File: src/rtl/wb_conbus_rr.sv
// Wishbone shared-bus interconnect for the LM32 SoC.
// N_M masters share one bus through a round-robin arbiter. The granted
// master's top address bits select one of N_S slaves. An unmapped address
// gets an error response, and a per-transfer watchdog raises an error when
// a slave never acks. Errors also pulse bus_err and capture err_adr.
module wb_conbus_rr #(
    parameter int                      N_M      = 2,
    parameter int                      N_S      = 7,
    parameter int                      S_ADDR_W = 3,
    parameter logic [S_ADDR_W*N_S-1:0] S_ADDR   = 21'b111_110_101_100_011_010_000,
    parameter int                      TIMEOUT  = 255
) (
    input  logic                clk,
    input  logic                rst,
    // master side
    input  logic [32*N_M-1:0]   m_dat_i,
    input  logic [32*N_M-1:0]   m_adr_i,
    input  logic [4*N_M-1:0]    m_sel_i,
    input  logic [N_M-1:0]      m_we_i,
    input  logic [N_M-1:0]      m_cyc_i,
    input  logic [N_M-1:0]      m_stb_i,
    output logic [31:0]         m_dat_o,
    output logic [N_M-1:0]      m_ack_o,
    output logic [N_M-1:0]      m_err_o,
    // slave side
    input  logic [32*N_S-1:0]   s_dat_i,
    input  logic [N_S-1:0]      s_ack_i,
    output logic [31:0]         s_dat_o,
    output logic [31:0]         s_adr_o,
    output logic [3:0]          s_sel_o,
    output logic                s_we_o,
    output logic [N_S-1:0]      s_cyc_o,
    output logic [N_S-1:0]      s_stb_o,
    // error reporting
    output logic                bus_err,
    output logic [31:0]         err_adr
);

    localparam int            GW     = (N_M > 1) ? $clog2(N_M) : 1;
    localparam int            CW     = (TIMEOUT > 0) ? $clog2(TIMEOUT + 1) : 1;
    localparam logic [CW-1:0] T_MAX  = CW'(TIMEOUT);
    localparam bit            TMO_EN = (TIMEOUT > 0);

    typedef enum logic {IDLE, BUSY} state_e;

    state_e        state, next_state;
    logic [GW-1:0] gnt, next_gnt;
    logic [GW-1:0] last_gnt, next_last;

    // granted-master view of the bus
    logic          g_cyc, g_stb, g_we;
    logic [31:0]   g_adr, g_dat;
    logic [3:0]    g_sel;

    // decode and response
    logic [N_S-1:0] sel_oh;
    logic           hit;
    logic           sel_ack;
    logic [31:0]    sel_dat;

    // error machinery
    logic [CW-1:0]  cnt;
    logic           tmo_err;
    logic           dec_req, dec_err_q, dec_done;
    logic           err_any;

    // Arbiter state register: grant owner and round-robin pointer.
    always_ff @(posedge clk or negedge rst) begin
        if (!rst) begin
            state    <= IDLE;
            gnt      <= '0;
            last_gnt <= GW'(N_M - 1);
        end else begin
            // NOTE: clocked state uses non-blocking assignments so every
            // register samples the pre-edge values, whatever the block order.
            state    <= next_state;
            gnt      <= next_gnt;
            last_gnt <= next_last;
        end
    end

    // Next-state logic: rotating scan from last_grant+1 while idle; hold while owner keeps cyc.
    always_comb begin
        int  pos;
        logic found;
        logic [GW-1:0] pick;
        // NOTE: every output of a combinational block gets a default up front,
        // otherwise paths that skip an assignment infer a latch.
        next_state = state;
        next_gnt   = gnt;
        next_last  = last_gnt;
        pick       = last_gnt;
        found      = 1'b0;
        pos        = 0;
        for (int k = 1; k <= N_M; k++) begin
            pos = int'(last_gnt) + k;
            if (pos >= N_M) pos = pos - N_M;
            for (int j = 0; j < N_M; j++) begin
                if (!found && (j == pos) && m_cyc_i[j]) begin
                    found = 1'b1;
                    pick  = GW'(j);
                end
            end
        end
        case (state)
            IDLE: begin
                if (found) begin
                    next_state = BUSY;
                    next_gnt   = pick;
                    next_last  = pick;
                end
            end
            BUSY: begin
                if (!g_cyc) next_state = IDLE;
            end
            default: next_state = IDLE;
        endcase
    end

    // Granted master mux; everything reads zero while nobody owns the bus.
    always_comb begin
        g_cyc = 1'b0;
        g_stb = 1'b0;
        g_we  = 1'b0;
        g_adr = '0;
        g_dat = '0;
        g_sel = '0;
        for (int j = 0; j < N_M; j++) begin
            if (state == BUSY && gnt == GW'(j)) begin
                g_cyc = m_cyc_i[j];
                g_stb = m_cyc_i[j] & m_stb_i[j];
                g_we  = m_we_i[j];
                g_adr = m_adr_i[32*j +: 32];
                g_dat = m_dat_i[32*j +: 32];
                g_sel = m_sel_i[4*j +: 4];
            end
        end
    end

    // Address decode: lowest-index slave wins when decode values collide.
    always_comb begin
        sel_oh = '0;
        hit    = 1'b0;
        for (int i = 0; i < N_S; i++) begin
            if (g_cyc && !hit &&
                g_adr[31 -: S_ADDR_W] == S_ADDR[S_ADDR_W*i +: S_ADDR_W]) begin
                sel_oh[i] = 1'b1;
                hit       = 1'b1;
            end
        end
    end

    // Response path from the selected slave; unselected acks are dropped.
    always_comb begin
        sel_dat = '0;
        for (int i = 0; i < N_S; i++) begin
            if (sel_oh[i]) sel_dat = s_dat_i[32*i +: 32];
        end
        sel_ack = |(s_ack_i & sel_oh);
    end

    // The watchdog fires only when the count is exhausted and the slave is not
    // acking right now, so a last-moment ack always beats the error. This makes
    // the masked strobe depend on s_ack_i for that one cycle only.
    assign tmo_err = TMO_EN && g_stb && hit && !sel_ack && (cnt == T_MAX);
    assign dec_req = g_stb && !hit && !dec_done;
    assign err_any = tmo_err || (dec_err_q && state == BUSY);

    // Error bookkeeping: watchdog count, one-shot decode error, captured address.
    always_ff @(posedge clk or negedge rst) begin
        if (!rst) begin
            cnt       <= '0;
            dec_err_q <= 1'b0;
            dec_done  <= 1'b0;
            err_adr   <= '0;
        end else begin
            if (!g_stb || !hit || sel_ack || tmo_err) begin
                cnt <= '0;
            end else if (cnt != T_MAX) begin
                cnt <= cnt + 1'b1;
            end
            dec_err_q <= dec_req;
            dec_done  <= g_stb && (dec_done || dec_req);
            if (err_any) err_adr <= g_adr;
        end
    end

    // Output logic: per-slave strobes, per-master responses, broadcasts.
    always_comb begin
        s_cyc_o = sel_oh;
        s_stb_o = {N_S{g_stb && !tmo_err}} & sel_oh;
        s_dat_o = g_dat;
        s_adr_o = g_adr;
        s_sel_o = g_sel;
        s_we_o  = g_we;
        m_dat_o = sel_dat;
        m_ack_o = '0;
        m_err_o = '0;
        for (int j = 0; j < N_M; j++) begin
            if (state == BUSY && gnt == GW'(j)) begin
                m_ack_o[j] = sel_ack;
                m_err_o[j] = err_any;
            end
        end
        bus_err = err_any;
    end

endmodule

File: config.mk
export PLATFORM = sky130hd
export DESIGN_NAME = wb_conbus_rr
export DESIGN_NICKNAME = d
export VERILOG_FILES = /design/src/rtl/wb_conbus_rr.sv
export SDC_FILE = /design/constraint.sdc
export NUM_CORES = 1
export LEC_CHECK = 0
export ABC_AREA = 1
export CAP_MARGIN = 0
export CORE_AREA = 2 2 208 210
export CTS_BUF_LIST = sky130_fd_sc_hd__clkbuf_2
export DETAILED_ROUTE_END_ITERATION = 7
export DIE_AREA = 0 0 210 212
export GPL_ROUTABILITY_DRIVEN = 0
export PLACE_DENSITY_LB_ADDON = 0.05
export SLEW_MARGIN = 25
export SYNTH_ARGS = -nofsm -noshare
export SYNTH_HDL_FRONTEND = slang
export SYNTH_SLANG_ARGS = --single-unit
File: constraint.sdc
create_clock -name clk -period 2.4 [get_ports clk]
set_clock_uncertainty 0.1 [all_clocks]
set_input_delay 0.48 -clock clk [delete_from_list [all_inputs] [get_ports clk]]
set_output_delay 0.48 -clock clk [all_outputs]
set_load 0.005 [all_outputs]
### After elaboration in Yosys (flattened, before gate mapping)

Cells that the tools add are included.

* output and inout port bits: 152
* logic and storage cells: 136
* flip-flop bits (word level): 45
* input bits: 375

* add/sub/neg operators: 5
* bitwise logic cells: 6
* equality and inequality tests: 10
* mux-type cells: 51
* reduce and logical (&&, ||, !) cells: 55
* magnitude comparators: 2

Operators with widths (number)
* 32-bit 2-to-1 mux: 13
* 2-bit by 32-bit equality test with 1-bit output, first input constant: 2
* 32-bit logical NOT: 2
* 1-bit 2-to-1 mux: 33
* 1-bit logical AND: 30
* 8-bit 2-to-1 mux: 2
* 7-bit bitwise AND: 2
* 1-bit logical NOT: 14
* 3-bit equality test, second input constant: 4
* 8-bit by 1-bit adder with 8-bit output, second input constant: 1
* 8-bit equality test, second input constant: 1
* 4-bit 2-to-1 mux: 2
* 8-bit != test, second input constant: 1
* 7-bit OR reduction: 1
* 3-bit by 2-bit equality test with 1-bit output, second input constant: 2
* 1-bit logical OR: 5
* 3-bit by 2-bit subtractor with 4-bit output, second input constant: 1
* 1-bit by 2-bit adder with 3-bit output, second input constant: 1
* 3-bit by 2-bit greater-or-equal comparator with 1-bit output, second input constant: 1
* 3-bit logical NOT: 1
* 2-bit by 2-bit subtractor with 3-bit output, second input constant: 1
* 1-bit by 1-bit adder with 2-bit output, second input constant: 1
* 1-bit bitwise AND: 2
* 2-bit greater-or-equal comparator, second input constant: 1
* other kinds (4): 5

### Depth between registers and ports, before layout

Gate-level depths: netlist (run 1).

* depth after elaboration: 39
* gate-level depth with buffers: 14
* gate-level depth less buffers: 13

### Worst setup path after synthesis (run 1)

No wires, ideal clock.

* path kind: register to output
* start: register state
* end: output m_dat_o[19]
* required time: 1.820 ns
* slack: 0.138 ns
* arrival time: 1.682 ns
* path buffers: 2
* stages on the path, launching flop included: 12
* cells stage by stage: dfrtp_1 -> buf_4 -> nand3_1 -> nand2_1 -> inv_2 -> nand2_2 -> nor2_2 -> clkbuf_1 -> nand2_1 -> nand4_1 -> o21ai_0 -> nand4_1

* longest elaborated chain between the ends: 31
* elaborated cells between the ends (all ways): 51
* those cells by class: eq/ne (6); mux (23); reduce/logical (22)

Ends and longest elaborated chain
* start, declared: RTL line 46 `state_e state, next_state;`
* start signal, assigned: RTL line 76 `state <= next_state;`
* 1-bit logical AND: RTL line 129 `if (state == BUSY && gnt == GW'(j)) begin`
* 32-bit 2-to-1 mux: RTL line 129
* 32-bit 2-to-1 mux (*): RTL line 129
* via s_adr_o[31]: RTL line 29 `output logic [31:0] s_adr_o,`
* 3-bit logical NOT: RTL line 146 `g_adr[31 -: S_ADDR_W] == S_ADDR[S_ADDR_W*i +: S_ADDR_W]) begin`
* 1-bit logical AND: RTL line 145 `if (g_cyc && !hit &&`
* 1-bit 2-to-1 mux: RTL line 145
* 1-bit logical NOT: RTL line 145
* [... 14 more ...]
* 1-bit 2-to-1 mux: RTL line 145
* 1-bit logical NOT: RTL line 145
* 1-bit logical AND (2 in a row): RTL line 145
* 1-bit 2-to-1 mux: RTL line 145
* 1-bit logical NOT: RTL line 145
* 1-bit logical AND (2 in a row): RTL line 145
* 1-bit 2-to-1 mux: RTL line 145
* 32-bit 2-to-1 mux (*): RTL line 157 `if (sel_oh[i]) sel_dat = s_dat_i[32*i +: 32];`
* end, declared: RTL line 22 `output logic [31:0] m_dat_o,`

Mark *: on every way through the listed nets, which the timed path passes. The rest lies on a longest branch.

### Worst setup path in the final report (run 1)

* start: register state
* end: output m_dat_o[1]

* longest elaborated chain between the ends: 31
* elaborated cells between the ends (all ways): 51
* those cells by class: eq/ne (6); mux (23); reduce/logical (22)

Ends and longest elaborated chain (RTL line)
* 1-bit logical AND: 129
* 32-bit 2-to-1 mux (2 in a row): 129
* 3-bit logical NOT: 146
* 1-bit logical AND: 145
* 1-bit 2-to-1 mux: 145
* 1-bit logical NOT: 145
* 1-bit logical AND (2 in a row): 145
* 1-bit 2-to-1 mux: 145
* [... 11 more ...]
* 1-bit 2-to-1 mux: 145
* 1-bit logical NOT: 145
* 1-bit logical AND (2 in a row): 145
* 1-bit 2-to-1 mux: 145
* 1-bit logical NOT: 145
* 1-bit logical AND (2 in a row): 145
* 1-bit 2-to-1 mux: 145
* 32-bit 2-to-1 mux (*): 157

Mark *: on every way between the ends. The rest lies on a longest branch, timed or not.

==> results of run 1 <==
## layout by cell type (no fill, tap or decap), types with 4 or more instances in the layout
| cell | synthesis | routed |
|---|---|---|
| clkdlybuf4s50_1 | 0 | 406 |
| nand2_1 | 281 | 187 |
| buf_4 | 4 | 116 |
| buf_2 | 4 | 98 |
| buf_6 | 0 | 83 |
| nand2_2 | 6 | 63 |
| a22o_1 | 66 | 59 |
| nand3_2 | 0 | 51 |
| dfrtp_1 | 44 | 42 |
| nand4_1 | 38 | 38 |
| buf_12 | 0 | 36 |
| nand2_4 | 0 | 32 |
| a21oi_2 | 0 | 29 |
| buf_8 | 0 | 24 |
| inv_1 | 19 | 13 |
| nand3_1 | 74 | 13 |
| nor2_1 | 26 | 13 |
| nor2_4 | 2 | 11 |
| buf_16 | 0 | 11 |
| nand3_4 | 0 | 10 |
| diode_2 | 0 | 8 |
| a22o_4 | 0 | 7 |
| nor2_2 | 3 | 7 |
| clkbuf_2 | 0 | 6 |
| clkbuf_16 | 0 | 6 |
| nand2_8 | 0 | 5 |
| o21ai_1 | 0 | 4 |
| xor2_1 | 4 | 4 |
## sequential cells by signal (all words and copies together), names as in the netlist
signal and cells:
dec_err_q 1, dec_done 1, last_gnt 1, state 1
gnt 1, cnt 8, err_adr 32
## path summary, 6_finish.rpt
kind | startpoint | to | slack [ns] | depth (start not counted)
hold reg to reg | dec_done$_DFF_PN0_ | dec_err_q$_DFF_PN0_ | 0.34 | 1
max in group asynchronous | rst | gnt$_DFFE_PN0P_ | 1.22 | 3
hold / removal | dec_done$_DFF_PN0_ | dec_err_q$_DFF_PN0_ | 0.34 | 1
setup reg to reg | state$_DFF_PN0_ | err_adr[29]$_DFFE_PN0P_ | 0.03 | 16
setup / recovery | state$_DFF_PN0_ | m_dat_o[1] | -0.61 | 14
min in group asynchronous | rst | err_adr[24]$_DFFE_PN0P_ | 0.48 | 3
## worst reg2reg max path, stage by stage, from the launching register on
cell and delay [ns]:
dfrtp_2 0.52, buf_8 0.17, nand3_4 0.09, nand2_8 0.08, nand2_4 0.09, buf_6 0.10
nor2_4 0.04, nand2_2 0.07, nand2_2 0.06, nor2_4 0.14, nand4_4 0.13, buf_12 0.18
buf_6 0.11, buf_8 0.13, clkbuf_16 0.17, nand3_1 0.07, nand2_1 0.05
## cell families (layout without fill, tap and decap cells)
family          Yosys count  count (layout)  synth area share [%]
simple gates            434             434                 45.57
compound gates          106             106                 18.96
buf+inv                  69             814                 6.766
flops                    45              45                 27.34
xor+xnor                  5               5                 1.062
fa+ha+maj                 1               1                0.3033
other cells               0               8                     0
## metrics by stage
stage	hold slack (ns)	instance area, um^2	util, %	power [mW]
after CTS	0.3379	12950	30.46	10.73
after floorplan	0.08441	4124	-	3.387
after global routing	0.3593	13760	32.37	11.96
after global placement	0.3079	10950	25.75	8.358
final	0.3354	13760	32.38	11.16
after detailed placement	0.3096	10950	25.75	8.229
## per-layer routing
| layer | vias to the layer above | track usage [%] | part of all wire (%) |
|---|---|---|---|
| li1 | 3756 | - | - |
| met1 | 3620 | 17.15 | 35 |
| met2 | 330 | 32.84 | 53 |
| met3 | 50 | 5.303 | 7.9 |
| met4 | 4 | 5.625 | 3.3 |
| met5 | - | 0 | 0.067 |
## cell type report
cell class / instances / area (um^2) / area share [%]
clock inverters: 3 / 17.52 / 0.1273
multi-input cells: 546 / 3835 / 27.86
clock buffers: 5 / 25.02 / 0.1818
inverters: 24 / 145.1 / 1.054
flip-flops and latches: 45 / 1130 / 8.208
well taps: 546 / 683.2 / 4.963
repair buffers: 782 / 7909 / 57.46
diodes: 8 / 20.02 / 0.1454
## power groups by stage
stage	logic [mW]	registers, mW	clock network, mW
2_1_floorplan	2.11	1.28	0
3_3_place_gp	7.08	1.28	0
3_5_place_dp	6.95	1.27	0
4_1_cts	9.06	1.28	0.386
5_1_grt	10.2	1.36	0.417
6_report	9.49	1.32	0.357
## timing repair
| item | 4_1_cts | 5_1_grt |
|---|---|---|
| endpoints found under the setup margin | 152 | 152 |
| resized for setup | 759 | 209 |
| hold endpoints to repair | 44 | 0 |
| hold buffers | 1 | 0 |
| buffers inserted | 103 | 30 |
| pin swaps | 87 | 97 |
| cloned | 19 | 7 |
==> results.md, run 1 <==
- Outcome: finished, violations left
- Failing checks: negative setup slack
- Lkg Pwr: 6.368 nW
- Critical path fanouts, max: 6
- Power per cell area: 810.9 nW/um^2
- Vias in the first global route: 8166
- Syn_nets: 1036
- Initial DRC count: 298
- DRC: 0
- Ys flop type: dfrtp_1
- First-pass GRT wire length: 54.97 mm
- Fin crit period: 3.012 ns
- Die Wd: 210 um
- Crit-path cells: buf_8 > nand3_4 > nand2_8 > inv_6 > nand2_4 > buf_6 > nor2_4 > buf_6 > buf_12 > buf_16 > buf_6 > nand2_2 > nand4_1 > buf_2
- Placed cells: 1804
- Core Region: 42510 um^2
- Ys async rst share: 100.0%
- Final net count: 1780
- Tcrit/Tclk final: 125.5%
- Actual slew at the worst max-slew pin: 0.6555 ns
- Setup TNS: -53.70 ns
- Post-synthesis instance total: 660
- IO buf count: 526
- Total wire length: 40.21 mm
- Final hold vios: 0
- CTS tree: done
- Number of synthesized flops with an enable pin: 0
- Initial Util: 9.702%
- Max_cap viols: 0
- Clock slew at reported path FFs: 0.24 ns
- Worst path most repeated cell: buf_6
- Setup crit end kind: output pin
- Relative slew slack: 56.30%
- Finish-stage setup viols: 117
- CP max-delay cell: dfrtp_2
- Area contributors post-synth: dfrtp_1 27%, nand2_1 26%, a22o_1 14%
- WP data required: 1.82 ns
- Buf/Inv on CP: 8
- Fmax: 332.0 MHz
- VDD IR-drop max: 0.4144 mV
- Gr ovfl total: 0
- I/O pin cnt: 527
- Pin count of the biggest net entering global routing: 46
- Post-synth top area cell: dfrtp_1
- DRT Pass-1 Iters: 4
- Clock Tree Buf Depth: 2
- Chip height: 212 um
- # rows: 76
- CP peak stage delay: 0.52 ns
- Syn Area/Cell: 6.248 um^2
- Clk sinks: 45
- Worst Path Arrival: 2.43 ns
- Post-Layout Cell Count: 1959
- Antenna-violating nets left: 0
- Ys Warns: 0
- CTS Buf Count: 5
- Layout cell share with drive strength beyond 1: 43.91%
- GRT Total Usage: 16.97%
- Fillers: 4508
- Type of origin of the critical path: flip-flop
- DR vias: 7760
- WL/cell: 20.52 um
- Net Sw Frac: 39.92%
- Post-synth top cells: 281 x nand2_1, 74 x nand3_1, 66 x a22o_1
- Place WS: -1.086 ns
- Synthesized cell area: 4124 um^2
- Switching pwr: 4.455 mW
- Die area: 44520 um^2
- Initial antenna violation count: 9
- Combinational share of power: 85.0%
- DPL Wire Length: 29.53 mm
- Sequential share of power: 11.8%
- Final WS setup: -0.6124 ns
- CP Class: flip-flop to output pin
- Root buffer cell: clkbuf_2
- Netlist cell types: 26
- RSZ-0062 raised after global routing: true
- Int Power: 6.707 mW
- Flops & latches, synth: 45
- Htree depth: 2
- Clock network power share: 3.2%
- Clk_lat worst skew: 0.47 ns
- Final slew viol count: 0
- Area Overhead vs Synth: 233.8%
- Family with the most delay on the worst path: buffers and inverters
- Hold Crit Class: flip-flop to flip-flop
- Via density: 3.961
- Top-area cell type share of the netlist area: 26.70%
- Most frequent cell after synthesis: nand2_1
- Sequential area share after synthesis: 27.34%
Power figures use the tool's default switching activity.
==> run 2: changes to the inputs <==
ABC_CLOCK_PERIOD_IN_PS = 2750   (was default)
TNS_END_PERCENT = 30   (was default)
clock period = 2.75 ns   (was 2.4 ns; I/O delays follow)
==> results.md, run 2 (synthesis results as in run 1) <==
- Area Overhead vs Synth: 190.3% (was 233.8%)
- Largest registers: err_adr: 32 flops, cnt: 8 flops (unchanged)
- Max_cap viols: 0 (unchanged)
- Final core utilization: 28.17% (was 32.38%)
- Fillers: 4614 (was 4508)
- I/O pin cnt: 527 (unchanged)
- Htree depth: 2 (unchanged)
- Final slew viol count: 0 (unchanged)
- Worst setup path start: gnt$_DFFE_PN0P_ (was state$_DFF_PN0_)
- Hold EP: dec_err_q$_DFF_PN0_ (unchanged)
- VDD IR-drop max: 0.2782 mV (was 0.4144 mV)
- Layout cell share with drive strength beyond 1: 30.95% (was 43.91%)
- Antenna-violating nets left: 0 (unchanged)
- Post-Layout Cell Count: 1847 (was 1959)
- Actual slew at the worst max-slew pin: 0.6584 ns (was 0.6555 ns)
- Chip height: 212 um (unchanged)
- Type of origin of the critical path: flip-flop (unchanged)
- Biggest register: err_adr (unchanged)
- DR vias: 7219 (was 7760)
- Worst Path Arrival: 2.54 ns (was 2.43 ns)
- Fin crit period: 3.190 ns
- CP peak stage delay: 0.51 ns (was 0.52 ns)
- DRT Pass-1 Iters: 4 (unchanged)
- Setup crit end kind: output pin (unchanged)
- Most common cell after layout, fill and taps aside: clkdlybuf4s50_1 (unchanged)
- Most frequent cells in the layout: 411 x clkdlybuf4s50_1, 228 x nand2_1, 85 x buf_4 (was 406 x clkdlybuf4s50_1, 187 x nand2_1, 116 x buf_4)
- Outcome: finished, violations left (unchanged)
- Fmax: 313.5 MHz
- Via density: 3.909 (was 3.961)
- DPL Wire Length: 29.47 mm (was 29.53 mm)
- Switching pwr: 3.323 mW (was 4.455 mW)
- GRT Total Usage: 15.85% (was 16.97%)
- Family with the most delay on the worst path: buffers and inverters (unchanged)
- Root buffer cell: clkbuf_2 (unchanged)
- Clock slew at reported path FFs: 0.27 ns (was 0.24 ns)
- Power per cell area: 663.7 nW/um^2 (was 810.9 nW/um^2)
- CTS Buf Count: 5 (unchanged)
- IO buf count: 526 (unchanged)
- Finish-stage setup viols: 71 (was 117)
- # rows: 76 (unchanged)
- Clk sinks: 45 (unchanged)
- Multi-input logic area: 3423 um^2 (was 3835 um^2)
- Placed cells: 1785 (was 1804)
- Initial Util: 9.702% (unchanged)
- CTS tree: done (unchanged)
- CP Class: flip-flop to output pin (unchanged)
- Sequential share of power: 14.0% (was 11.8%)
- Pin count of the biggest net entering global routing: 46 (unchanged)
- Clock network power share: 5.2% (was 3.2%)
- Lkg Pwr: 5.455 nW (was 6.368 nW)
- WL/cell: 20.38 um (was 20.52 um)
- Vias in the first global route: 7649 (was 8166)
- DRC: 0 (unchanged)
- Clk_lat worst skew: 0.49 ns (was 0.47 ns)
- Gr ovfl total: 0 (unchanged)
- Min Hold Slack: 0.3311 ns (was 0.3354 ns)
- Combinational share of power: 80.8% (was 85.0%)
- RSZ-0062 raised after global routing: true (unchanged)
- Initial antenna violation count: 2 (was 9)
- First-pass GRT wire length: 52.03 mm (was 54.97 mm)
- Int Power: 4.623 mW (was 6.707 mW)
- Register area: 1130 um^2 (unchanged)
- Relative slew slack: 56.11% (was 56.30%)
- Total wire length: 37.63 mm (was 40.21 mm)
- Hold Startpoint: dec_done$_DFF_PN0_ (unchanged)
- Crit-path cells: buf_6 > buf_6 > nand3_4 > nand2_8 > nand2_4 > nor2_4 > buf_12 > buf_12 > buf_12 > buf_6 > nand2_4 > nand3_2 > a21oi_2 > nand4_1 > buf_2 (was buf_8 > nand3_4 > nand2_8 > inv_6 > nand2_4 > buf_6 > nor2_4 > buf_6 > buf_12 > buf_16 > buf_6 > nand2_2 > nand4_1 > buf_2)
- Failing checks: negative setup slack (unchanged)
- Die Wd: 210 um (unchanged)
- Hold Crit Class: flip-flop to flip-flop (unchanged)
- WP data required: 2.10 ns (was 1.82 ns)
- CP max-delay cell: dfrtp_2 (unchanged)
- Tcrit/Tclk final: 116.0%
- Net Sw Frac: 41.82% (was 39.92%)
- Hold path depth: 1 (unchanged)
- Final hold vios: 0 (unchanged)
- Clock Tree Buf Depth: 2 (unchanged)
- Core Region: 42510 um^2 (unchanged)
- Initial DRC count: 310 (was 298)
- Die area: 44520 um^2 (unchanged)
- Max FFs per register: 32 (unchanged)
- Final net count: 1674 (was 1780)
- Critical R2R Launch: gnt$_DFFE_PN0P_ (was state$_DFF_PN0_)
- Critical path fanouts, max: 7 (was 6)
- Worst reg2reg path depth: 16 (unchanged)
- Buf/Inv on CP: 7 (was 8)
- R2r setup slk: 0.30 ns (was 0.03 ns)
- FF-to-FF End: err_adr[4]$_DFFE_PN0P_ (was err_adr[29]$_DFFE_PN0P_)
- Final WS setup: -0.4401 ns (was -0.6124 ns)
[run 2: cell count changes in the layout (fill, tap and decap cells not counted), moves of 15 or more]
cell / before / now
nand3_1: 13 / 46
nand3_2: 51 / 23
nand2_2: 63 / 39
dlygate4sd2_1: 0 / 20
nand2_1: 187 / 228
clkbuf_2: 6 / 25
buf_6: 83 / 35
buf_4: 116 / 85
buf_2: 98 / 59
buf_8: 24 / 5
nand2_4: 32 / 17
[run 2: repair_timing]
| action | in CTS | in global routing |
|---|---|---|
| endpoints found under the hold margin | 13 | 0 |
| gates resized for setup | 419 | 178 |
| pin swaps | 38 | 32 |
| buffers inserted | 30 | 17 |
| setup endpoints to repair | 120 | 116 |
| hold buffers | 1 | 0 |
| gates cloned | 3 | 4 |
[run 2: final cells by class]
type	instances	share of cell area, %
Clock buffer	6	0.2508
Timing Repair Buffer	676	54.67
Antenna cell	2	0.04180
Clock inverter	2	0.3240
Multi-Input combinational cell	546	28.59
Inverter	24	0.9823
Tap cell	546	5.706
Sequential cell	45	9.437
[run 2: per-stage QoR]
stage	setup TNS, ns	setup slack, ns	instance area [um^2]	total power, mW
floorplan	0	0.3917	4124	2.956
global placement	-44.20	-0.7962	10800	7.222
detailed placement	-43.85	-0.8034	10800	7.115
CTS	-28.42	-0.5592	11590	7.888
global route	-32.34	-0.6357	11970	8.611
finish	-16.57	-0.4401	11970	7.947
[run 2: worst max path at each step]
| stage | end | slack (ns) | cells after the start |
|---|---|---|---|
| floorplan | m_err_o[0] | 0.39 | 11 |
| global route | m_dat_o[25] | -0.64 | 16 |
| CTS | s_stb_o[3] | -0.56 | 13 |
| global placement | m_dat_o[18] | -0.80 | 11 |
| detailed placement | s_stb_o[3] | -0.80 | 13 |
| finish | m_dat_o[25] | -0.44 | 15 |
[run 2: power by group through the flow]
stage	clock network, mW	logic (mW)	registers, mW
6_report	0.417	6.42	1.11
2_1_floorplan	0	1.84	1.11
4_1_cts	0.452	6.32	1.11
5_1_grt	0.481	6.97	1.16
3_3_place_gp	0	6.09	1.13
3_5_place_dp	0	5.99	1.13
[run 2: layer usage]
layer,track usage [%],share of wire [%],wire (um),vias up
li1,-,-,-,3538
met1,17.21,37,13970,3347
met2,31.03,54,20280,309
met3,4.801,8.1,3047,23
met4,1.541,0.86,323,2
met5,0,0.035,13,-
[run 2: worst register-to-register path, cell delays in order, from the launching register on]
cell,delay (ns)
dfrtp_2,0.51
buf_6,0.13
buf_6,0.12
nand3_4,0.08
nand2_8,0.08
nand2_4,0.08
buf_6,0.10
nor2_4,0.04
nand2_2,0.06
nand2_2,0.06
nor2_4,0.13
nand4_4,0.11
buf_12,0.16
nand2_8,0.07
buf_4,0.37
nand2_1,0.11
nand2_1,0.07
==> run 3: changes to the inputs <==
PLACE_DENSITY = 0.48   (was default)
PLACE_DENSITY_LB_ADDON = default   (was 0.05)
==> results.md, run 3 (synthesis results as in run 1) <==
- Outcome: finished, violations left (unchanged)
- Failing checks: negative setup slack (unchanged)
- Pin count of the biggest net entering global routing: 36 (was 46)
- Antenna-violating nets left: 0 (unchanged)
- CP Class: flip-flop to output pin (unchanged)
- Lkg Pwr: 5.652 nW (was 5.455 nW)
- DRC: 0 (unchanged)
- Largest registers: err_adr: 32 flops, cnt: 8 flops (unchanged)
- Biggest register: err_adr (unchanged)
- FF-to-FF End: err_adr[21]$_DFFE_PN0P_ (was err_adr[4]$_DFFE_PN0P_)
- CP peak stage delay: 0.49 ns (was 0.51 ns)
- Core Region: 42510 um^2 (unchanged)
- GRT Total Usage: 15.55% (was 15.85%)
- Crit-path cells: buf_6 > nand3_4 > nand2_4 > buf_6 > nand2_4 > inv_4 > nand2_4 > buf_6 > clkinvlp_4 > buf_12 > buf_16 > nand2_2 > nand4_1 > buf_2 (was buf_6 > buf_6 > nand3_4 > nand2_8 > nand2_4 > nor2_4 > buf_12 > buf_12 > buf_12 > buf_6 > nand2_4 > nand3_2 > a21oi_2 > nand4_1 > buf_2)
- IO buf count: 526 (unchanged)
- Die area: 44520 um^2 (unchanged)
- Area Overhead vs Synth: 195.1% (was 190.3%)
- Hold path depth: 1 (unchanged)
- Die Wd: 210 um (unchanged)
- Htree depth: 2 (unchanged)
- Fillers: 4593 (was 4614)
- Buf/Inv on CP: 8 (was 7)
- Setup crit end kind: output pin (unchanged)
- First-pass GRT wire length: 50.49 mm (was 52.03 mm)
- VDD IR-drop max: 0.3062 mV (was 0.2782 mV)
- CTS Buf Count: 5 (unchanged)
- Initial DRC count: 311 (was 310)
- Final core utilization: 28.63% (was 28.17%)
- Finish-stage setup viols: 54 (was 71)
- Critical R2R Launch: gnt$_DFFE_PN0P_ (unchanged)
- Chip height: 212 um (unchanged)
- Clock Tree Buf Depth: 2 (unchanged)
- Initial Util: 9.702% (unchanged)
- Hold Crit Class: flip-flop to flip-flop (unchanged)
- WP data required: 2.10 ns (about the same)
- Initial antenna violation count: 7 (was 2)
- Final slew viol count: 0 (unchanged)
- WL/cell: 20.18 um (was 20.38 um)
- Clk_lat worst skew: 0.42 ns (was 0.49 ns)
- Root buffer cell: clkbuf_2 (unchanged)
- Max_cap viols: 0 (unchanged)
- Family with the most delay on the worst path: buffers and inverters (unchanged)
- Hold Startpoint: dec_done$_DFF_PN0_ (unchanged)
- Fmax: 318.6 MHz (was 313.5 MHz)
- DR vias: 7417 (was 7219)
- Critical path fanouts, max: 6 (was 7)
- Layout cell share with drive strength beyond 1: 28.98% (was 30.95%)
- Total wire length: 37.33 mm (was 37.63 mm)
- Worst reg2reg path depth: 15 (was 16)
- Type of origin of the critical path: flip-flop (unchanged)
- Power, Total: 8.040 mW (was 7.947 mW)
- Most common cell after layout, fill and taps aside: clkdlybuf4s50_1 (unchanged)
- Via density: 4.009 (was 3.909)
- R2r setup slk: 0.39 ns (was 0.30 ns)
- Final net count: 1676 (was 1674)
- CP max-delay cell: dfrtp_2 (unchanged)
- Most frequent cells in the layout: 410 x clkdlybuf4s50_1, 232 x nand2_1, 91 x buf_4 (was 411 x clkdlybuf4s50_1, 228 x nand2_1, 85 x buf_4)
- Max FFs per register: 32 (unchanged)
- Hold EP: dec_err_q$_DFF_PN0_ (unchanged)
- Actual slew at the worst max-slew pin: 0.3797 ns (was 0.6584 ns)
- Relative slew slack: 74.69% (was 56.11%)
- Final WS setup: -0.3888 ns (was -0.4401 ns)
- DRT Pass-1 Iters: 4 (unchanged)
- I/O pin cnt: 527 (unchanged)
- RSZ-0062 raised after global routing: true (unchanged)
- DPL Wire Length: 29.88 mm (was 29.47 mm)
- Gr ovfl total: 0 (unchanged)
- Clk sinks: 45 (unchanged)
- Fin crit period: 3.139 ns (was 3.190 ns)
- Clock slew at reported path FFs: 0.22 ns (was 0.27 ns)
- Tcrit/Tclk final: 114.1% (was 116.0%)
- Power per cell area: 660.7 nW/um^2 (was 663.7 nW/um^2)
- Worst Path Arrival: 2.49 ns (was 2.54 ns)
- Final hold vios: 0 (unchanged)
- CTS tree: done (unchanged)
- Vias in the first global route: 7735 (was 7649)
- # rows: 76 (unchanged)
-- run 3: cell count changes in the layout (fill, tap and decap cells not counted), sizes merged --
cell           change
clkdlybuf4s15      +7
diode              +1
bufbuf             +1
clkdlybuf4s50      -1
clkinvlp           +1
clkinv             -2
buf               -10
dlygate4sd2        -7
dlymetal6s2s      +16
bufinv             -1
clkbuf             -2
-- run 3: power by group --
| group | switching (mW) | internal [mW] |
|---|---|---|
| registers | 0.172 | 0.937 |
| logic | 3.00 | 3.63 |
| clock network | 0.222 | 0.0748 |
| total | 3.40 | 4.64 |
-- run 3: cell type report --
| type | count | area, um^2 | area share (%) |
|---|---|---|---|
| Multi-Input combinational cell | 546 | 3457 | 28.41 |
| Timing Repair Buffer | 678 | 6725 | 55.27 |
| Sequential cell | 45 | 1129 | 9.275 |
| Clock buffer | 8 | 40.04 | 0.3290 |
| Tap cell | 546 | 683.2 | 5.614 |
| Antenna cell | 3 | 7.507 | 0.06170 |
| Inverter | 24 | 126.4 | 1.039 |
-- run 3: worst max path at each step --
| stage | startpoint | end | cells after the start |
|---|---|---|---|
| global route | state$_DFF_PN0_ | m_dat_o[26] | 13 |
| finish | gnt$_DFFE_PN0P_ | m_dat_o[10] | 14 |
| global placement | m_cyc_i[1] | s_stb_o[1] | 14 |
| floorplan | m_adr_i[63] | m_err_o[0] | 11 |
| detailed placement | m_adr_i[63] | m_err_o[0] | 13 |
| CTS | state$_DFF_PN0_ | m_dat_o[10] | 14 |
-- run 3: per-stage QoR --
stage / setup slack, ns / std cells / TNS, ns / area [um^2] / hold slack (ns)
2_1_floorplan: 0.3917 / 660 / 0 / 4124 / 0.1544
3_3_place_gp: -0.8811 / 1779 / -44.93 / 10720 / 0.3121
3_5_place_dp: -0.9269 / 1779 / -46.19 / 10720 / 0.3067
4_1_cts: -0.3889 / 1830 / -17.95 / 11660 / 0.3359
5_1_grt: -0.4733 / 1849 / -21.13 / 12170 / 0.3629
6_report: -0.3888 / 1850 / -12.66 / 12170 / 0.3317
-- run 3: what timing repair did --
action	4_1_cts	5_1_grt
buffers inserted	36	17
hold buffers	1	0
resized for setup	405	141
gates cloned	7	2
endpoints found under the setup margin	117	116
pin swaps	42	52
endpoints found under the hold margin	13	0
-- run 3: metal layers --
layer	up-vias	wire (um)	global-route usage, %
met3	61	2632	3.294
met4	8	1502	5.356
li1	3533	-	-
met2	390	20260	31.46
met5	-	50	0
met1	3425	12880	15.53
